<file path="src/rtl/irrigation_pkg.sv">
// ---------------------------------------------------------------------------
// irrigation_pkg
// Shared definitions for the irrigation run timer:
//   - state_t      : run-timer state machine states
//   - calc_div     : clock cycles per count step (CLK_HZ / TICK_HZ)
//   - calc_sdiv    : clock cycles each display digit is held
//   - SEG_LUT      : active-low {a,b,c,d,e,f,g} patterns for digits 0..9
//   - seg_decode   : BCD nibble to segment pattern, blank for non-BCD
// ---------------------------------------------------------------------------
package irrigation_pkg;

  typedef enum logic [1:0] {
    IDLE   = 2'd0,
    RUN    = 2'd1,
    PAUSED = 2'd2,
    DONE   = 2'd3
  } state_t;

  function automatic int calc_div(input int clk_hz, input int tick_hz);
    return clk_hz / tick_hz;
  endfunction

  function automatic int calc_sdiv(input int clk_hz, input int scan_hz, input int ndig);
    return clk_hz / (scan_hz * ndig);
  endfunction

  localparam logic [6:0] SEG_LUT [10] = '{
    7'b0000001,  // 0
    7'b1001111,  // 1
    7'b0010010,  // 2
    7'b0000110,  // 3
    7'b1001100,  // 4
    7'b0100100,  // 5
    7'b0100000,  // 6
    7'b0001111,  // 7
    7'b0000000,  // 8
    7'b0000100   // 9
  };

  localparam logic [6:0] SEG_BLANK = 7'b1111111;

  // Anything above 9 cannot be shown as a decimal digit, so it is blanked
  // rather than drawn as a misleading shape.
  function automatic logic [6:0] seg_decode(input logic [3:0] digit);
    logic [6:0] pattern;
    pattern = SEG_BLANK;
    if (digit <= 4'd9) pattern = SEG_LUT[digit];
    return pattern;
  endfunction

endpackage

</file>
<file path="src/rtl/irrigation_timer_seg_scan.sv">
// ---------------------------------------------------------------------------
// seg_scan
// Multiplexed 7-segment driver for NDIG BCD digits.
//   clk, reset : system clock, asynchronous active-high reset
//   time_bcd   : NDIG packed BCD digits, digit 0 in [3:0]
//   seg        : {a,b,c,d,e,f,g}, active-low, pattern of the enabled digit
//   an         : one-hot active-low digit enables
// Each digit is held for SDIV clock cycles, index 0 first, then wraps.
// ---------------------------------------------------------------------------
module seg_scan
  import irrigation_pkg::*;
#(
  parameter int NDIG = 4,
  parameter int SDIV = 1
) (
  input  logic              clk,
  input  logic              reset,
  input  logic [4*NDIG-1:0] time_bcd,
  output logic [6:0]        seg,
  output logic [NDIG-1:0]   an
);

  localparam int CW = (SDIV > 1) ? $clog2(SDIV) : 1;
  localparam int IW = (NDIG > 1) ? $clog2(NDIG) : 1;

  logic [CW-1:0] hold_cnt;
  logic [IW-1:0] idx;
  logic [IW-1:0] nxt_idx;
  logic [3:0]    nxt_digit;

  // Work out which digit will be enabled after this edge, so that the
  // registered segment pattern and the registered enable switch together.
  always_comb begin
    nxt_idx = idx;
    if (hold_cnt == CW'(SDIV - 1)) begin
      nxt_idx = (idx == IW'(NDIG - 1)) ? '0 : idx + 1'b1;
    end
    nxt_digit = 4'd0;
    for (int i = 0; i < NDIG; i++) begin
      if (nxt_idx == IW'(i)) nxt_digit = time_bcd[4*i +: 4];
    end
  end

  // Free-running scan: hold counter, digit index, and the registered outputs.
  // seg is refreshed every cycle so a time change shows up on the digit
  // currently lit without waiting for the next digit slot.
  always_ff @(posedge clk or posedge reset) begin
    if (reset) begin
      hold_cnt <= '0;
      idx      <= '0;
      an       <= ~NDIG'(1);
      seg      <= seg_decode(4'd0);
    end else begin
      hold_cnt <= (hold_cnt == CW'(SDIV - 1)) ? '0 : hold_cnt + 1'b1;
      idx      <= nxt_idx;
      an       <= ~(NDIG'(1) << nxt_idx);
      seg      <= seg_decode(nxt_digit);
    end
  end

endmodule

</file>
<file path="src/rtl/irrigation_timer.sv">
// ---------------------------------------------------------------------------
// irrigation_timer
// Parametrised mm:ss run timer with up-count (stopwatch) and count-down
// (timed valve run) modes, start/pause/clear/load control and a scanned
// 7-segment display.
//   clk, reset  : system clock, asynchronous active-high reset
//   start       : pulse, run from IDLE or resume from PAUSED
//   pause       : pulse, freeze a running count
//   clear       : pulse, time to zero and back to IDLE
//   load        : pulse, load preset_bcd (rejected while running)
//   mode        : 0 up-count, 1 count-down, sampled on start from IDLE
//   preset_bcd  : NDIG BCD digits, [3:0] seconds units
//   time_bcd    : current time, same packing as preset_bcd
//   running     : high in RUN
//   done        : high in DONE
//   tick        : pulse on each count step
//   wrap        : pulse when up-count rolls from all-max to zero
//   load_err    : pulse when a load is rejected as non-BCD / bad seconds
//   seg, an     : active-low segments and digit enables
// ---------------------------------------------------------------------------
module irrigation_timer
  import irrigation_pkg::*;
#(
  parameter int CLK_HZ     = 50_000_000,
  parameter int TICK_HZ    = 1,
  parameter int SCAN_HZ    = 1000,
  parameter int MIN_DIGITS = 2,
  localparam int NDIG      = MIN_DIGITS + 2
) (
  input  logic              clk,
  input  logic              reset,
  input  logic              start,
  input  logic              pause,
  input  logic              clear,
  input  logic              load,
  input  logic              mode,
  input  logic [4*NDIG-1:0] preset_bcd,
  output logic [4*NDIG-1:0] time_bcd,
  output logic              running,
  output logic              done,
  output logic              tick,
  output logic              wrap,
  output logic              load_err,
  output logic [6:0]        seg,
  output logic [NDIG-1:0]   an
);

  localparam int DIV  = calc_div(CLK_HZ, TICK_HZ);
  localparam int SDIV = calc_sdiv(CLK_HZ, SCAN_HZ, NDIG);
  localparam int PW   = $clog2(DIV);
  localparam int W    = 4 * NDIG;

  state_t        state;
  logic          mode_r;
  logic [PW-1:0] presc;
  logic [W-1:0]  time_inc;
  logic [W-1:0]  time_dec;
  logic          preset_ok;

  // Digit 1 is seconds tens and rolls at 5; every other digit rolls at 9.
  function automatic logic [3:0] digit_max(input int pos);
    return (pos == 1) ? 4'd5 : 4'd9;
  endfunction

  function automatic logic [W-1:0] bcd_inc(input logic [W-1:0] t);
    logic [W-1:0] r;
    logic         carry;
    r     = t;
    carry = 1'b1;
    for (int i = 0; i < NDIG; i++) begin
      if (carry) begin
        if (t[4*i +: 4] == digit_max(i)) begin
          r[4*i +: 4] = 4'd0;
        end else begin
          r[4*i +: 4] = t[4*i +: 4] + 4'd1;
          carry       = 1'b0;
        end
      end
    end
    return r;
  endfunction

  function automatic logic [W-1:0] bcd_dec(input logic [W-1:0] t);
    logic [W-1:0] r;
    logic         borrow;
    r      = t;
    borrow = 1'b1;
    for (int i = 0; i < NDIG; i++) begin
      if (borrow) begin
        if (t[4*i +: 4] == 4'd0) begin
          r[4*i +: 4] = digit_max(i);
        end else begin
          r[4*i +: 4] = t[4*i +: 4] - 4'd1;
          borrow      = 1'b0;
        end
      end
    end
    return r;
  endfunction

  function automatic logic bcd_valid(input logic [W-1:0] p);
    logic ok;
    ok = 1'b1;
    for (int i = 0; i < NDIG; i++) begin
      if (p[4*i +: 4] > digit_max(i)) ok = 1'b0;
    end
    return ok;
  endfunction

  // Next-step candidates for both directions plus preset validation;
  // the state machine picks which one, if any, to commit.
  always_comb begin
    time_inc  = bcd_inc(time_bcd);
    time_dec  = bcd_dec(time_bcd);
    preset_ok = bcd_valid(preset_bcd);
  end

  // Run-timer state machine. Commands are decoded in priority order
  // clear > load > start > pause; a load while running is ignored and
  // falls through so a simultaneous pause still takes effect. The
  // prescaler only advances on RUN cycles with no command acting, which
  // means the pause cycle itself does not consume a prescaler count and
  // a resume continues exactly from the frozen value.
  always_ff @(posedge clk or posedge reset) begin
    if (reset) begin
      state    <= IDLE;
      mode_r   <= 1'b0;
      presc    <= '0;
      time_bcd <= '0;
      running  <= 1'b0;
      done     <= 1'b0;
      tick     <= 1'b0;
      wrap     <= 1'b0;
      load_err <= 1'b0;
    end else begin
      tick     <= 1'b0;
      wrap     <= 1'b0;
      load_err <= 1'b0;
      if (clear) begin
        state    <= IDLE;
        time_bcd <= '0;
        presc    <= '0;
        running  <= 1'b0;
        done     <= 1'b0;
      end else if (load && (state != RUN)) begin
        if (preset_ok) begin
          state    <= IDLE;
          time_bcd <= preset_bcd;
          presc    <= '0;
          running  <= 1'b0;
          done     <= 1'b0;
        end else begin
          load_err <= 1'b1;
        end
      end else if (start && (state == IDLE)) begin
        mode_r <= mode;
        presc  <= '0;
        if (mode && (time_bcd == '0)) begin
          state <= DONE;
          done  <= 1'b1;
        end else begin
          state   <= RUN;
          running <= 1'b1;
        end
      end else if (start && (state == PAUSED)) begin
        state   <= RUN;
        running <= 1'b1;
      end else if (pause && (state == RUN)) begin
        state   <= PAUSED;
        running <= 1'b0;
      end else if (state == RUN) begin
        if (presc == PW'(DIV - 1)) begin
          presc <= '0;
          tick  <= 1'b1;
          if (!mode_r) begin
            time_bcd <= time_inc;
            wrap     <= (time_inc == '0);
          end else begin
            time_bcd <= time_dec;
            if (time_dec == '0) begin
              state   <= DONE;
              running <= 1'b0;
              done    <= 1'b1;
            end
          end
        end else begin
          presc <= presc + 1'b1;
        end
      end
    end
  end

  seg_scan #(
    .NDIG (NDIG),
    .SDIV (SDIV)
  ) u_seg_scan (
    .clk      (clk),
    .reset    (reset),
    .time_bcd (time_bcd),
    .seg      (seg),
    .an       (an)
  );

endmodule
</file>
<file path="config.mk">
export PLATFORM = sky130hd
export DESIGN_NAME = irrigation_timer
export DESIGN_NICKNAME = d
export VERILOG_FILES = /design/src/rtl/irrigation_pkg.sv /design/src/rtl/irrigation_timer_seg_scan.sv /design/src/rtl/irrigation_timer.sv
export SDC_FILE = /design/constraint.sdc
export NUM_CORES = 1
export LEC_CHECK = 0
export ABC_AREA = 1
export CAP_MARGIN = 25
export CORE_AREA = 2 2 172 132
export CTS_BUF_LIST = sky130_fd_sc_hd__clkbuf_16
export DETAILED_ROUTE_END_ITERATION = 12
export DIE_AREA = 0 0 174 134
export SLEW_MARGIN = 15
export SYNTH_ARGS = -nofsm -noshare
export SYNTH_HDL_FRONTEND = slang
export SYNTH_SLANG_ARGS = --single-unit
</file>
<file path="constraint.sdc">
create_clock -name clk -period 2.5 [get_ports clk]
set_input_delay 0.625 -clock clk [delete_from_list [all_inputs] [get_ports clk]]
set_output_delay 0.625 -clock clk [all_outputs]
set_load 0.005 [all_outputs]
</file>
==> summary.txt <==
Run status
  • Status: finished, final reports clean

Global route
  • Vias in the first global route: roughly 5k
  • First-pass GRT wire length: 25400 um
  • Met3 usage: 0.0425
  • Grt peak-use layer: met1
  • Total GRT Usage: 0.137
  • Largest net degree at the start of global routing: slightly below 80
  • Met2 Usage GRT: 0.195
  • Routing usage on met1: 0.197
  • Overflow after GRT: 0
  • Antenna violations before repair: 0

Critical path
  • Slowest library cell on the worst path: dfrtp_1
  • R2R setup slack: approximately 130 ps
  • Crit start category: register
  • Kind of critical path: register to register
  • Crit-path max FO: 5
  • CP dominant cell by count: nand2_2
  • Top delay family on crit path: simple AND/OR/NAND/NOR gates
  • Worst Path Arrival: about 2600 ps
  • Worst Setup End Kind: register
  • Worst Reg-to-Reg Cells: 17
  • Reg-to-reg endpoint: u_seg_scan.seg[1]$_DFF_PP0_
  • Critical Path Max Stage Delay: 400 ps
  • Critical Path Stages: 17
  • Reg-to-Reg Start: u_seg_scan.hold_cnt[1]$_DFF_PP0_
  • Req. time, crit path: ~2700 ps
  • CP bufs+invs: 4
  • CP Cell Sequence: ha_4 -> nand3_4 -> nor2_4 -> nand2_2 -> nand2_2 -> nand2_4 -> inv_2 -> nand2_4 -> nor2_4 -> nor3_4 -> nand2_2 -> buf_4 -> buf_4 -> buf_4 -> ha_1 -> nand2_2 -> nand3_2

Logic synthesis
  • Synth cell types: 46
  • Simple-gate area share of the yosys netlist: 0.368
  • Mapped cell area: roughly 5300 um^2
  • Mapped Nets: a little over 800
  • Area contributors post-synth: dfrtp_1, nand2_1, inv_1, nor2_1, nand3_1
  • Largest family of logic cells by synthesized area: simple AND/OR/NAND/NOR gates
  • Synth top area share: 0.342
  • Post-synthesis xor/xnor area fraction: 0.0115
  • EDFF count, synth: 0
  • Synth Instances: roughly 800
  • Sequential area share after synthesis: 0.361
  • Async SR Flop Fraction: 1.00
  • Synth Area in Compound Gates: 0.139
  • Ys Warns: 0
  • Syn Area/Cell: around 6.8 um^2
  • Most frequent cells after synthesis: nand2_1, inv_1, nor2_1
  • Post-synth top flop: dfrtp_1
  • Adder-Cell Fraction of Synth Area: 0.0257
  • Leading area contributor after synthesis: dfrtp_1
  • Count leader, synth: nand2_1
  • Post-synthesis mux area share: 0
  • #FFs+latches synth: between 70 and 80

Power
  • VDD IR max: 441 uV
  • PwrDens: 849 nW/um^2
  • Clock power frac: 0.200
  • Register share of total power: 0.280
  • Total power: between 0.006 and 0.007 W
  • Leak: around 3.3 nW
  • Combinational share of power: 0.520
  • NetSw: about 0.0027 W
  • Switching Share: 0.439
  • Int Power: between 0.003 and 0.004 W

Route
  • WL per Instance: about 13 um
  • Vias: approximately 5.5k
  • Routed vias/inst: 4.59
  • Drt total wl: ~16000 um
  • DRC violations left: 0
  • Antenna-violating nets left: 0
  • Drt first pass iters: 5
  • First DRT Iteration DRCs: about 570

Die
  • I/O pins: 55
  • Core Footprint: 21600 um^2
  • Die Wd: around 170 um
  • Initial core utilization: 0.247
  • Die area: between 20000 and 25000 um^2
  • Die Height: 134 um
  • Site row count: 47

Timing
  • Final critical-path required period: 2370 ps
  • Worst Skew: 14.5 ps
  • Max-slew violations: 0
  • Worst slew margin: 0.643
  • Setup-failing EPs final: 0
  • Peak Freq: 423 MHz
  • Slew @ Worst Pin: 535 ps
  • Final period util: 0.946
  • Endpoints failing hold: 0

Clock tree
  • Worst-path clk slew: roughly 60 ps
  • H-tree depth: 3
  • Worst skew pair latency: 350 ps
  • Hold Buf Count CTS: 0
  • Sink Count: a little under 80
  • Clock tree buffer depth: 2
  • Clock root cell: clkbuf_16
  • CTS tree: built
  • TritonCTS buffer count: 9

Final layout
  • Storage element area: approximately 1900 um^2
  • Multi-input gate area: 3090 um^2
  • Fillers: ~2.3k
  • Diodes inserted: 0
  • Util after Layout: 0.331
  • Final net count: about 940
  • Area Overhead vs Synth: 34.0%
  • Layout cells sized above 1: 0.181

Job
  • MaxCap Viol Count: 0

Placed design
  • I/O Buffers: between 50 and 60
  • DP HPWL: about 12000 um
  • GPL Wtd Cong: a little over 0.9

Min path
  • WHS Path Cells: 2
  • HP Class: register to register
  • HP Start: running$_DFFE_PP0P_
  • Worst Hold End: running$_DFFE_PP0P_
-- worst min-delay path, cell delays in order, from the launching register on --
cell	delay, ps
dfrtp_1	340
nand2_1	50
nand2_1	40
-- cell families (layout without fill, tap and decap cells) --
kind of cell / after synthesis / after routing
DFF: 77 / 77
and+or+nand+nor: 433 / 433
adders and majority gates: 11 / 11
AOI/OAI and AO/OA: 132 / 132
buffers and inverters: 131 / 253
xor gates and xnor gates: 7 / 7
-- power by group through the flow --
stage               logic (W)  registers (W)  clock network (W)
floorplan             0.00184        0.00166                  0
global placement      0.00294        0.00172                  0
detailed placement    0.00294        0.00172                  0
CTS                   0.00297        0.00170            0.00125
global route          0.00355        0.00174            0.00130
finish                0.00316        0.00170            0.00122
-- repair_timing --
action	CTS	global route
endpoints found under the setup margin	7	11
pin swaps	5	17
gates resized for setup	4	46
buffers inserted	5	8
-- worst max-delay path by stage --
stage | slack [ps] | from | to
after floorplan | 170 | u_seg_scan.hold_cnt[0]$_DFF_PP0_ | u_seg_scan.seg[1]$_DFF_PP0_
after global placement | -70 | preset_bcd[10] | done$_DFFE_PP0P_
after detailed placement | -110 | preset_bcd[10] | presc[18]$_DFFE_PP0P_
after CTS | 2 | u_seg_scan.hold_cnt[0]$_DFF_PP0_ | u_seg_scan.seg[1]$_DFF_PP0_
after global routing | -50 | u_seg_scan.hold_cnt[1]$_DFF_PP0_ | u_seg_scan.seg[2]$_DFF_PP0_
final | 130 | u_seg_scan.hold_cnt[1]$_DFF_PP0_ | u_seg_scan.seg[1]$_DFF_PP0_
-- metal layers --
metal  routed length [um]  vias up  share of wire
li1                     -     2807              -
met1                 7790     2535           0.49
met2                 6570      180           0.42
met3                 1230       14          0.078
met4                  180        0          0.011
met5                    0        -              0
-- area by class of cell --
cell class / count / share of cell area
tap: 294 / 0.0514
clock inverter: 7 / 0.00612
sequential: 77 / 0.270
inverter: 120 / 0.0641
timing repair buffer: 117 / 0.146
multi-input combinational: 583 / 0.431
clock buffer: 9 / 0.0315
-- through the flow --
| step | hold slack [ps] | worst slack [ps] | instances | setup TNS, ps | area, um^2 |
|---|---|---|---|---|---|
| CTS | 479 | 1.57 | 1199 | 0 | 6920 |
| finish | 472 | 135 | 1207 | 0 | 7160 |
| global route | 493 | -53.1 | 1207 | -250 | 7160 |
| global placement | 462 | -72.4 | 1178 | -572 | 6610 |
| detailed placement | 462 | -111 | 1178 | -938 | 6610 |
| floorplan | 423 | 167 | 791 | 0 | 5350 |
-- cell usage in the layout, fill, tap and decap left out, types with 23 or more instances in the layout --
cell             synthesis  final
nor3_1                  24     23
inv_1                  110    108
a21oi_1                 31     31
clkdlybuf4s50_1          0     54
nand2_1                188    177
nand3_1                 67     60
nor2_1                  95     86
o21ai_0                 66     65
buf_4                    1     59
dfrtp_1                 73     73
-- sequential cells by signal, summed over array words and instances, names as in the netlist --
| signal | count |
|---|---|
| running | 1 |
| wrap | 1 |
| load_err | 1 |
| tick | 1 |
| u_seg_scan.an | 4 |
| u_seg_scan.hold_cnt | 14 |
| done | 1 |
| u_seg_scan.seg | 7 |
| time_bcd | 16 |
| mode_r | 1 |
| presc | 26 |
| u_seg_scan.idx | 2 |
| state | 2 |
(Power assumes the default switching activity.)
